$ cat src/rtl/matrix_load_sequencer_pkg.sv
// Shared types and constants for the matrix load sequencer: command encodings,
// stack modes, FSM states and identity-row values.
package matrix_load_sequencer_pkg;

    localparam int WORD_W = 32;
    localparam int N_DIM  = 4;
    localparam int ROW_W  = N_DIM * WORD_W;

    typedef enum logic [1:0] {
        OP_LOAD     = 2'd0,
        OP_LOAD_ID  = 2'd1,
        OP_POP      = 2'd2,
        OP_SET_MODE = 2'd3
    } cmd_op_e;

    localparam logic MODE_MODELVIEW  = 1'b0;
    localparam logic MODE_PROJECTION = 1'b1;

    typedef enum logic [2:0] {
        ST_IDLE   = 3'd0,
        ST_FILL   = 3'd1,
        ST_EMIT0  = 3'd2,
        ST_EMIT1  = 3'd3,
        ST_EMIT2  = 3'd4,
        ST_EMIT3  = 3'd5,
        ST_STROBE = 3'd6
    } seq_state_e;

    // 1.0f on the diagonal, column 0 in the most significant word
    localparam logic [WORD_W-1:0] FLOAT_ONE = 32'h3F80_0000;
    localparam logic [ROW_W-1:0]  ID_ROW0   = {FLOAT_ONE, 96'h0};
    localparam logic [ROW_W-1:0]  ID_ROW1   = {32'h0, FLOAT_ONE, 64'h0};
    localparam logic [ROW_W-1:0]  ID_ROW2   = {64'h0, FLOAT_ONE, 32'h0};
    localparam logic [ROW_W-1:0]  ID_ROW3   = {96'h0, FLOAT_ONE};

endpackage

$ cat src/rtl/matrix_load_sequencer_if.sv
// Command/word stream from the GL decoder plus the load port toward the
// matrix stack controller.
interface matrix_load_sequencer_if;
    import matrix_load_sequencer_pkg::*;

    logic              cmd_valid;
    logic              cmd_ready;
    cmd_op_e           cmd_op;
    logic              cmd_mode;
    logic              word_valid;
    logic              word_ready;
    logic [WORD_W-1:0] word_data;
    logic              matrix_mode;
    logic              load_en;
    logic              load_id_en;
    logic              pop_en;
    logic [ROW_W-1:0]  data_in;
    logic              busy;

    modport master (
        output cmd_valid, cmd_op, cmd_mode, word_valid, word_data,
        input  cmd_ready, word_ready, matrix_mode, load_en, load_id_en,
               pop_en, data_in, busy
    );

    modport slave (
        input  cmd_valid, cmd_op, cmd_mode, word_valid, word_data,
        output cmd_ready, word_ready, matrix_mode, load_en, load_id_en,
               pop_en, data_in, busy
    );

endinterface

$ cat src/rtl/matrix_load_sequencer_row_packer.sv
// Packs 16 row-major words into four 128-bit rows; fill_done_o flags the
// write of the final word so the caller can start emitting on the next cycle.
module matrix_load_sequencer_row_packer
    import matrix_load_sequencer_pkg::*;
(
    input  logic                            clk,
    input  logic                            rst_n,
    input  logic                            clear_i,
    input  logic                            wr_en_i,
    input  logic [WORD_W-1:0]               wr_data_i,
    output logic                            fill_done_o,
    output logic [N_DIM-1:0][ROW_W-1:0]     rows_o
);

    localparam int N_WORDS = N_DIM * N_DIM;
    localparam int CNT_W   = $clog2(N_WORDS);

    logic [CNT_W-1:0]  cnt_q;
    logic [WORD_W-1:0] words_q [N_WORDS];

    always_ff @(posedge clk) begin
        if (!rst_n) begin
            cnt_q <= '0;
            for (int i = 0; i < N_WORDS; i++) begin
                words_q[i] <= '0;
            end
        end else if (clear_i) begin
            cnt_q <= '0;
        end else if (wr_en_i) begin
            words_q[cnt_q] <= wr_data_i;
            cnt_q          <= cnt_q + CNT_W'(1);
        end
    end

    assign fill_done_o = wr_en_i && (cnt_q == CNT_W'(N_WORDS - 1));

    // word index = row*N_DIM + col; col 0 occupies the top of the row
    for (genvar r = 0; r < N_DIM; r++) begin : g_row
        for (genvar c = 0; c < N_DIM; c++) begin : g_col
            assign rows_o[r][(N_DIM-1-c)*WORD_W +: WORD_W] = words_q[r*N_DIM + c];
        end
    end

endmodule

$ cat src/rtl/matrix_load_sequencer.sv
// Command-side driver for the matrix stack: collects a 16-word matrix and
// replays it as four back-to-back rows, or issues single-cycle pop/identity strobes.
//
// state     | meaning
// ----------+---------------------------------------------------------------
// ST_IDLE   | accepting commands; SET_MODE updates matrix_mode in place
// ST_FILL   | accepting matrix words until the 16th arrives
// ST_EMIT0  | load_en high, row 0 on data_in
// ST_EMIT1  | row 1 on data_in
// ST_EMIT2  | row 2 on data_in
// ST_EMIT3  | row 3 on data_in
// ST_STROBE | pop_en or load_id_en high for this single cycle
module matrix_load_sequencer
    import matrix_load_sequencer_pkg::*;
(
    input  logic                   clk,
    input  logic                   rst_n,
    matrix_load_sequencer_if.slave bus
);

    seq_state_e                  state_q;
    logic                        load_en_q;
    logic                        load_id_en_q;
    logic                        pop_en_q;
    logic                        mode_q;
    logic [ROW_W-1:0]            data_q;

    logic                        cmd_fire;
    logic                        word_fire;
    logic                        pack_clear;
    logic                        fill_done;
    logic [N_DIM-1:0][ROW_W-1:0] rows;

    assign cmd_fire   = bus.cmd_valid && (state_q == ST_IDLE);
    assign word_fire  = bus.word_valid && (state_q == ST_FILL);
    assign pack_clear = cmd_fire && (bus.cmd_op == OP_LOAD);

    matrix_load_sequencer_row_packer u_packer (
        .clk         (clk),
        .rst_n       (rst_n),
        .clear_i     (pack_clear),
        .wr_en_i     (word_fire),
        .wr_data_i   (bus.word_data),
        .fill_done_o (fill_done),
        .rows_o      (rows)
    );

    always_ff @(posedge clk) begin
        if (!rst_n) begin
            state_q      <= ST_IDLE;
            load_en_q    <= 1'b0;
            load_id_en_q <= 1'b0;
            pop_en_q     <= 1'b0;
            mode_q       <= MODE_MODELVIEW;
            data_q       <= '0;
        end else begin
            load_en_q    <= 1'b0;
            load_id_en_q <= 1'b0;
            pop_en_q     <= 1'b0;
            case (state_q)
                ST_IDLE: begin
                    if (cmd_fire) begin
                        case (bus.cmd_op)
                            OP_LOAD:     state_q <= ST_FILL;
                            OP_LOAD_ID: begin
                                state_q      <= ST_STROBE;
                                load_id_en_q <= 1'b1;
                            end
                            OP_POP: begin
                                state_q  <= ST_STROBE;
                                pop_en_q <= 1'b1;
                            end
                            OP_SET_MODE: mode_q <= bus.cmd_mode;
                            default:     state_q <= ST_IDLE;
                        endcase
                    end
                end
                ST_FILL: begin
                    // row 0 is already complete when the last word (row 3) lands
                    if (fill_done) begin
                        state_q   <= ST_EMIT0;
                        load_en_q <= 1'b1;
                        data_q    <= rows[0];
                    end
                end
                ST_EMIT0: begin
                    state_q <= ST_EMIT1;
                    data_q  <= rows[1];
                end
                ST_EMIT1: begin
                    state_q <= ST_EMIT2;
                    data_q  <= rows[2];
                end
                ST_EMIT2: begin
                    state_q <= ST_EMIT3;
                    data_q  <= rows[3];
                end
                ST_EMIT3:  state_q <= ST_IDLE;
                ST_STROBE: state_q <= ST_IDLE;
                default:   state_q <= ST_IDLE;
            endcase
        end
    end

    assign bus.cmd_ready   = (state_q == ST_IDLE);
    assign bus.word_ready  = (state_q == ST_FILL);
    assign bus.busy        = (state_q != ST_IDLE);
    assign bus.matrix_mode = mode_q;
    assign bus.load_en     = load_en_q;
    assign bus.load_id_en  = load_id_en_q;
    assign bus.pop_en      = pop_en_q;
    assign bus.data_in     = data_q;

endmodule
$ cat src/flat_wrapper.sv
// flat-port wrapper written by rule: the top's interface ports become plain ports
module matrix_load_sequencer_flat import matrix_load_sequencer_pkg::*;
  (clk, rst_n, bus_cmd_valid, bus_cmd_op, bus_cmd_mode, bus_word_valid, bus_word_data, bus_cmd_ready, bus_word_ready, bus_matrix_mode, bus_load_en, bus_load_id_en, bus_pop_en, bus_data_in, bus_busy);
  matrix_load_sequencer_if bus_i ();
  input  logic clk;
  input  logic rst_n;
  input wire logic [$bits(bus_i.cmd_valid)-1:0] bus_cmd_valid;
  input wire logic [$bits(bus_i.cmd_op)-1:0] bus_cmd_op;
  input wire logic [$bits(bus_i.cmd_mode)-1:0] bus_cmd_mode;
  input wire logic [$bits(bus_i.word_valid)-1:0] bus_word_valid;
  input wire logic [$bits(bus_i.word_data)-1:0] bus_word_data;
  output wire logic [$bits(bus_i.cmd_ready)-1:0] bus_cmd_ready;
  output wire logic [$bits(bus_i.word_ready)-1:0] bus_word_ready;
  output wire logic [$bits(bus_i.matrix_mode)-1:0] bus_matrix_mode;
  output wire logic [$bits(bus_i.load_en)-1:0] bus_load_en;
  output wire logic [$bits(bus_i.load_id_en)-1:0] bus_load_id_en;
  output wire logic [$bits(bus_i.pop_en)-1:0] bus_pop_en;
  output wire logic [$bits(bus_i.data_in)-1:0] bus_data_in;
  output wire logic [$bits(bus_i.busy)-1:0] bus_busy;
  assign bus_i.cmd_valid = bus_cmd_valid;
  assign bus_i.cmd_op = bus_cmd_op;
  assign bus_i.cmd_mode = bus_cmd_mode;
  assign bus_i.word_valid = bus_word_valid;
  assign bus_i.word_data = bus_word_data;
  assign bus_cmd_ready = bus_i.cmd_ready;
  assign bus_word_ready = bus_i.word_ready;
  assign bus_matrix_mode = bus_i.matrix_mode;
  assign bus_load_en = bus_i.load_en;
  assign bus_load_id_en = bus_i.load_id_en;
  assign bus_pop_en = bus_i.pop_en;
  assign bus_data_in = bus_i.data_in;
  assign bus_busy = bus_i.busy;
  matrix_load_sequencer u_core (.clk(clk), .rst_n(rst_n), .bus(bus_i));
endmodule
$ cat config.mk
export PLATFORM = sky130hd
export DESIGN_NAME = matrix_load_sequencer_flat
export DESIGN_NICKNAME = d
export VERILOG_FILES = /design/src/rtl/matrix_load_sequencer_pkg.sv /design/src/rtl/matrix_load_sequencer_if.sv /design/src/rtl/matrix_load_sequencer_row_packer.sv /design/src/rtl/matrix_load_sequencer.sv /design/src/flat_wrapper.sv
export SDC_FILE = /design/constraint.sdc
export NUM_CORES = 1
export LEC_CHECK = 0
export BUFFER_PORTS_ARGS = -buffer_cell sky130_fd_sc_hd__buf_4
export CAP_MARGIN = 20
export CORE_MARGIN = 2
export CORE_UTILIZATION = 45
export CTS_CLUSTER_DIAMETER = 100
export DETAILED_ROUTE_END_ITERATION = 10
export PLACE_DENSITY = 0.68
export SETUP_SLACK_MARGIN = 0.4
export SKIP_CTS_REPAIR_TIMING = 1
export SYNTH_ARGS = -nofsm -noshare
export SYNTH_HDL_FRONTEND = slang
export SYNTH_SLANG_ARGS = --single-unit
export TNS_END_PERCENT = 20
$ cat constraint.sdc
create_clock -name clk -period 5.1 [get_ports clk]
set_clock_uncertainty 0.05 [all_clocks]
set_input_delay 0 -clock clk [delete_from_list [all_inputs] [get_ports clk]]
set_output_delay 0 -clock clk [all_outputs]
set_load 0.01 [all_outputs]
# Yosys cells after proc, flatten, opt, wreduce, memory -nomap -nowiden

Memories as Yosys holds them, arrays and structs flattened.
Index checks and enable logic that the tools add are counted.
W data, S select, Z words.

$add $sub $neg: 1
Equal/unequal tests: 11
Multiplexer cells: 17
Bitwise operators: 1
Reduce and logical (&&, ||, !) cells: 16

Operator list:

| cell                  | count |
|---|---|
| $pmux W128 S4         | 1 |
| $mux W128             | 1 |
| $mux W32              | 1 |
| $reduce_or A32 Y1     | 1 |
| $pmux W3 S5           | 1 |
| $mux W1               | 9 |
| $reduce_and A3 Y1     | 3 |
| $eq A3 B2 Y1 const B  | 2 |
| $mux W3               | 2 |
| $pmux W3 S2           | 1 |
| $add A4 B1 Y4 const B | 1 |
| $eq A2 B2 Y1 const B  | 2 |
| $eq A4 B4 Y1 const B  | 1 |
| $logic_and A1 B1 Y1   | 4 |
| $mux W4               | 1 |
| $ne A2 B1 Y1 const B  | 2 |
| $reduce_and A2 Y1     | 2 |
| $reduce_bool A4 Y1    | 1 |
| $reduce_or A2 Y1      | 2 |
| $eq A3 B1 Y1 const B  | 1 |
| $eq A3 B3 Y1 const B  | 1 |
| $logic_not A3 Y1      | 1 |
| $ne A3 B2 Y1 const B  | 1 |
| $reduce_bool A3 Y1    | 1 |
| 3 further kinds       | 3 |

Bits in registers: 139
Memory bits (writable): 512
Bits of input ports: 39
Logic and storage cells: 54
Memories kept: 1

Memory list:

| name                    | depth | bits a word | read ports | clocked after memory_dff | wr ports | RTL line                               | RTL |
|---|---|---|---|---|---|---|---|
| u_core.u_packer.words_q | 16    | 32          | 16         | 0                        | 16       | matrix_load_sequencer_row_packer.sv:19 | `logic [WORD_W-1:0] words_q [N_WORDS];` |

# Longest topological paths before layout

Gate-level depths: netlist (run 1).

Word-level depth: 8
Gate-level depth with buffers: 8
Gate-level depth less buffers: 6

# Hierarchy

Synthesis (run 1) repeated with hierarchy kept, for this count alone.

Cells, all modules: 2042
Area, all modules: 26947.1 µm²

By module, submodules not included:

| module                           | times used | cells each | area each (µm²) | seq. area each (µm²) |
|---|---|---|---|---|
| matrix_load_sequencer_row_packer | 1          | 1260       | 19354.8         | 15454.8 |
| matrix_load_sequencer            | 1          | 782        | 7592.3          | 2702.6 |

# Worst setup path before layout (run 1)

OpenSTA, ideal clock, no wires.

Kind: flip-flop to flip-flop
From: register u_core.state_q[1]
To: memory u_core.u_packer.words_q[15][0], enable pin
Setup time: 466 ps
Data arrival time: 3553 ps
Required time: 4584 ps
Path slack: 1031 ps
Cell stages (with the launch flop): 8
Cells stage by stage: dfxtp_1 -> buf_2 -> and4bb_1 -> buf_4 -> and2_2 -> nand3_2 -> buf_2 -> o21ai_0

RTL lines:

| element                | RTL line                               | RTL |
|---|---|---|
| from (decl)            | matrix_load_sequencer.sv:21            | `seq_state_e state_q;` |
| from (signal assigned) | matrix_load_sequencer.sv:50            | `state_q <= ST_IDLE;` |
| from (signal assigned) | matrix_load_sequencer.sv:64            | `OP_LOAD: state_q <= ST_FILL;` |
| from (signal assigned) | matrix_load_sequencer.sv:66            | `state_q <= ST_STROBE;` |
| to (decl)              | matrix_load_sequencer_row_packer.sv:19 |  |

==> impl_metrics.yaml, run 1 <==
status:
  status: "complete, no violations"
synthesis:
  yosysUniqueCellTypes: 35
  yosysSeqAreaShare_pct: 68.8
  synth_warnings: 0
  syn_nets: 2402
  synth_cells: 2355
  ys.flop_type: "edfxtp_1"
  synth_area_um2: 26400
  avgSynthCellArea_um2: 11.2
  ys_seq_elements: 651
  ys_async_sr_fraction_pct: 0
  synth-edff-count: 512
route:
  dr.max_layer_used: "met5"
  dr_wl_met2_um: 38600
  avgRoutedWirePerCell_um: 24.4
  routed_wl_um: 80600
  viasPerCell: 5.98
  wl_met1_um: 30100
  vias: 19724
  route.detailed.drc: 0
  ant_nets: 0
  dr.first_iter.drc_count: 2413
  routed-wl-met3_um: 8880
  drt_first_pass_iters: 5
finish:
  multi_input_area_um2: 7390
  drive_gt1_share_pct: 13.5
  regArea_um2: 18200
  syn_to_final_growth_pct: 17.2
  instances_no_fill: 3301
  fillCellCount: 4889
  nets: 2524
worst_setup_path:
  critPathLaunchType: "register"
  arrival_ps: 3870
  end_kind: "register"
  critical_path_class: "reg2reg"
  crit_fanout: 83
  cp.required_ps: 5370
sta:
  rsz0062_at_grt: "false"
  max_freq_ghz: 0.278
  fin_crit_sh_pct: 70.6
  slew_headroom_pct: 23.4
  period_needed_ps: 3600
  drv_slew: 0
  timing.final.hold_violations: 0
  final-setup-viol-count: 0
  tightest_slew_ps: 1150
  setup-tns-final_ps: 0
global_routing:
  antenna_found_initial: 1
  grt_usage_pct: 26.1
  grt_pass1_vias: 19397
  grt_pass1_wl_um: 118000
  overflow: 0
  grt_max_degree: 130
clock_network:
  clk_pin_slew_ps: 60
  cts_sinks: 651
  clk_latency_ps: 590
  clock-root-buffer: "clkbuf_16"
  cts_tree: "built"
  cts_max_path_buffers: 3
  h-tree-depth: 3
  cts_made_buffers: 69
pwr:
  power.density_nw_per_um2: 462
  leakage_nw: 10.4
  ir_drop_v: 0.000264
placement:
  dp_cells: 3129
  post-dp-hpwl_um: 42600
  gp_congestion: 0.779
  io_buffers: 173
floorplanning:
  dieArea_um2: 60600
  placement_rows: 88
  die_w_um: 246
  io_pins: 174
  coreArea_um2: 57800
  start_util_pct: 45.6
  dieHeight_um: 246
worst_hold_path:
  holdCritPathClass: "in2reg"
job:
  drv_cap: 0
## cells in the mapped netlist, drive strengths merged, types with 2 or more instances
cell	instances	share of area [%]
nand2	138	2.0
nor3	2	0.038
a31oi	128	3.0
xor2	2	0.066
or2	2	0.047
nand2b	6	0.14
nor2	524	7.5
and3	2	0.047
o21ai	275	5.2
and2	3	0.076
nand4	2	0.047
nand3	130	2.5
a21oi	131	2.5
dfxtp	139	11
edfxtp	512	58
buf	77	1.7
clkbuf	129	1.8
nor3b	129	3.7
ha	8	0.38
inv	6	0.085
nor4b	2	0.066
## per-stage QoR
stage	worst slack, ps	total power, W	util, %	area [µm²]	hold slack (ps)
3_5_place_dp	1560	0.00934	48.8	28200	279
5_1_grt	1370	0.0147	53.4	30900	387
6_report	1500	0.0143	53.5	30900	380
3_3_place_gp	1600	0.00928	48.8	28200	235
2_1_floorplan	1030	0.00796	-	26400	106
4_1_cts	1560	0.0143	52.7	30500	-353
## layer usage
metal	GRT usage, %	vias to the layer above
met3	6.20	157
met1	33.0	9780
met4	11.1	2
met5	0	-
li1	-	8695
met2	42.9	1090
## worst max-delay path: stages, from the launching register on
cell and delay, ps:
dfxtp_4 1100, and4bb_1 410, and2_2 320, nand2b_4 760, buf_4 530, nor2_1 110
## sequential cells by signal, summed over array words and instances, names as in the netlist
| name | cells |
|---|---|
| u_core.u_packer.words_q | 512 |
| u_core.bus.data_in | 128 |
| u_core.u_packer.cnt_q | 4 |
| u_core.state_q | 3 |
| u_core.bus.load_en | 1 |
| u_core.bus.load_id_en | 1 |
| u_core.bus.matrix_mode | 1 |
| u_core.bus.pop_en | 1 |
## layout make-up
| class | count | share of cell area, % |
|---|---|---|
| sequential | 651 | 58.8 |
| multi-input combinational | 1492 | 23.9 |
| timing repair buffer | 257 | 6.81 |
| clock buffer | 103 | 6.60 |
| tap | 765 | 3.10 |
| clock inverter | 22 | 0.684 |
| inverter | 6 | 0.0729 |
| antenna | 5 | 0.0405 |
## kinds of logic after synthesis
family                     Yosys count  share of synthesized area [%]
and+or+nand+nor                    944                           16.2
adders and majority gates            8                          0.380
xor gates and xnor gates             3                         0.0996
buffers and inverters              212                           3.66
AOI/OAI and AO/OA                  537                           10.8
DFF                                651                           68.8
## cell usage in the layout, fill, tap and decap left out, types with 2 or more instances in the layout
cell	instances
clkinvlp_4	5
nor3_1	2
nand2b_4	4
o21ai_1	6
edfxtp_1	512
clkbuf_16	73
clkinv_1	9
clkinv_2	4
nand2_1	137
o21ai_2	16
bufinv_16	4
nor2_1	523
inv_1	6
a31oi_1	128
o21ai_0	253
dfxtp_4	2
clkbuf_1	20
or2_2	2
dlygate4sd3_1	42
dfxtp_1	137
nand4_1	2
clkbuf_8	10
nand3_1	129
nand2b_1	2
diode_2	5
nor4b_1	2
buf_4	210
xor2_1	2
ha_1	8
nor3b_1	129
buf_12	4
a21oi_1	130
and3_1	2
## where the power goes
| part | leakage, nW | internal, W | switching (W) |
|---|---|---|---|
| clock network | 1.08 | 0.00297 | 0.00202 |
| registers | 6.43 | 0.00622 | 0.000394 |
| logic | 2.90 | 0.000888 | 0.00180 |
| total | 10.4 | 0.0101 | 0.00421 |
## final timing paths
| kind | startpoint | to | slack, ps | depth (start not counted) |
|---|---|---|---|---|
| worst max register to register | u_core.state_q[2] | u_core.u_packer.words_q[0][3] | 1500 | 5 |
| worst max-delay path | u_core.state_q[2] | u_core.u_packer.words_q[0][3] | 1500 | 5 |
| worst min-delay path | bus_word_data[24] | u_core.u_packer.words_q[12][24] | 380 | 4 |
| worst min register to register | u_core.u_packer.words_q[1][0] | u_core.bus.data_in[64] | 490 | 2 |
Power figures use the tool's default switching activity.
==> run 2: changes to the inputs <==
--- a/config.mk
+++ b/config.mk
@@ -11,7 +11,7 @@
 export CORE_UTILIZATION = 45
 export CTS_CLUSTER_DIAMETER = 100
 export DETAILED_ROUTE_END_ITERATION = 10
-export PLACE_DENSITY = 0.68
+export PLACE_DENSITY = 0.71
 export SETUP_SLACK_MARGIN = 0.4
 export SKIP_CTS_REPAIR_TIMING = 1
 export SYNTH_ARGS = -nofsm -noshare
==> constraint.sdc (replaced) <==
create_clock -name clk -period 3.05 [get_ports clk]
set_clock_uncertainty 0.05 [all_clocks]
set_input_delay 0 -clock clk [delete_from_list [all_inputs] [get_ports clk]]
set_output_delay 0 -clock clk [all_outputs]
set_load 0.01 [all_outputs]
==> impl_metrics.yaml, run 2 (synthesized netlist as in run 1, its figures left out) <==
route:
  ant_nets: 0
  dr.first_iter.drc_count: 2161
  avgRoutedWirePerCell_um: 24.5
  viasPerCell: 5.99
  routed_wl_um: 80900
  route.detailed.drc: 0
  drt_first_pass_iters: 8
  vias: 19776
sta:
  max_freq_ghz: 0.383
  drv_slew: 0
  timing.final.hold_violations: 0
  tightest_slew_ps: 1100
  rsz0062_at_grt: "false"
  period_needed_ps: 2610
  slew_headroom_pct: 26.6
  final-setup-viol-count: 0
  fin_crit_sh_pct: 85.6
  setup-tns-final_ps: 0
pwr:
  p_clk_share_pct: 34.3
  share_seq_of_total_power_pct: 46.2
  leakage_nw: 10.5
  p_int_w: 0.0168
  ir_drop_v: 0.000596
  share_comb_of_total_power_pct: 19.5
  switchingPower_w: 0.00705
  swShare_pct: 29.6
  power.density_nw_per_um2: 768
  power_w: 0.0238
worst_setup_path:
  cp_top_family: "buffers and inverters"
  cp.required_ps: 3000
  worst_path_max_delay_cell: "buf_4"
  critical_path_class: "reg2out"
  reg2reg_to: "u_core.u_packer.words_q[11][25]"
  critPathLaunchType: "register"
  arrival_ps: 2560
  crit_fanout: 61
  critPathMostFrequentCell: "buf_4"
  r2r-start: "u_core.state_q[1]"
  path_cells: "buf_4 -> nor3b_1 -> buf_4"
  max_stage_delay_ps: 710
  end_kind: "primary output"
  cp_num_buf_inv: 2
  r2r_cells: 5
  r2r_setup_slack_ps: 590
floorplanning:
  io_pins: 174
  dieArea_um2: 60600
  start_util_pct: 45.6
  dieHeight_um: 246
  die_w_um: 246
  coreArea_um2: 57800
  placement_rows: 88
finish:
  drive_gt1_share_pct: 13.9
  antennaDiodeCount: 0
  nets: 2530
  final_common_cell: "nor2_1"
  largest_reg_flops: 512
  top_register: "u_core.u_packer.words_q"
  syn_to_final_growth_pct: 17.6
  final_cell_mix: "nor2_1, edfxtp_1, o21ai_0, buf_4"
global_routing:
  grt_max_degree: 129
  overflow: 0
  grt_pass1_wl_um: 118000
  grt_pass1_vias: 19502
  grt_usage_pct: 26.2
  antenna_found_initial: 0
clock_network:
  h-tree-depth: 3
  cts_sinks: 651
  cts_max_path_buffers: 3
  cts_made_buffers: 66
  clock-root-buffer: "clkbuf_16"
  clk_pin_slew_ps: 60
  clk_latency_ps: 600
  cts_tree: "built"
placement:
  gp_congestion: 0.826
  io_buffers: 173
  post-dp-hpwl_um: 43800
worst_hold_path:
  holdCritPathClass: "in2reg"
  min_from: "rst_n"
  hold_end: "u_core.bus.data_in[120]"
  min_path_cells: 4
status:
  status: "complete, no violations"
job:
  drv_cap: 0
[run 2: cell types whose count changed in the layout (fill, tap and decap cells not counted)]
| cell | change |
|---|---|
| clkinv_1 | -3 |
| buf_4 | +1 |
| buf_16 | -1 |
| clkbuf_16 | -2 |
| inv_6 | +1 |
| clkbuf_1 | +2 |
| dlygate4sd3_1 | -4 |
| clkinv_4 | +1 |
| diode_2 | -5 |
| buf_12 | +13 |
| clkinvlp_4 | -4 |
| clkinv_2 | +1 |
[run 2: layout make-up]
class	count	area (µm²)
Timing Repair Buffer	266	2300
Sequential cell	651	18200
Clock inverter	18	193
Fill cell	4790	26800
Tap cell	765	957
Inverter	6	22.5
Multi-Input combinational cell	1492	7390
Clock buffer	103	2000
[run 2: power by group through the flow]
stage	combinational [W]	sequential, W	clock (W)
2_1_floorplan	0.00217	0.0111	0
3_3_place_gp	0.00446	0.0111	0
3_5_place_dp	0.00452	0.0112	0
4_1_cts	0.00454	0.0110	0.00821
5_1_grt	0.00494	0.0111	0.00855
6_report	0.00464	0.0110	0.00818
[run 2: how the worst max path moves through the flow]
stage	slack (ps)	end	cells past startpoint	from
6_report	440	bus_word_ready	3	u_core.state_q[0]
5_1_grt	420	bus_word_ready	3	u_core.state_q[0]
4_1_cts	510	bus_word_ready	3	u_core.state_q[0]
3_5_place_dp	640	u_core.u_packer.words_q[11][25]	5	u_core.state_q[1]
3_3_place_gp	740	u_core.u_packer.words_q[11][31]	5	u_core.state_q[1]
2_1_floorplan	150	u_core.u_packer.words_q[11][0]	5	u_core.state_q[1]
[run 2: per-stage QoR]
step | instances | setup WS (ps) | area (µm²) | util, % | hold WS [ps]
after floorplan | 2355 | 153 | 26400 | - | 106
after global placement | 3142 | 745 | 28500 | 49.2 | 236
after detailed placement | 3142 | 638 | 28500 | 49.2 | 242
after CTS | 3263 | 511 | 30600 | 53.0 | -378
after global routing | 3301 | 423 | 31000 | 53.7 | 152
final | 3301 | 440 | 31000 | 53.7 | 147
[run 2: worst register-to-register path, stage by stage, from the launching register on]
cell,delay [ps]
dfxtp_1,600
and4bb_1,350
and2_2,330
nand2b_4,470
buf_12,310
nor2_1,100
[run 2: routing by layer]
metal | part of all wire [%] | track usage (%)
met1 | 37 | 33.6
met2 | 47 | 42.0
met3 | 12 | 6.46
met4 | 3.9 | 12.3
met5 | 0 | 0
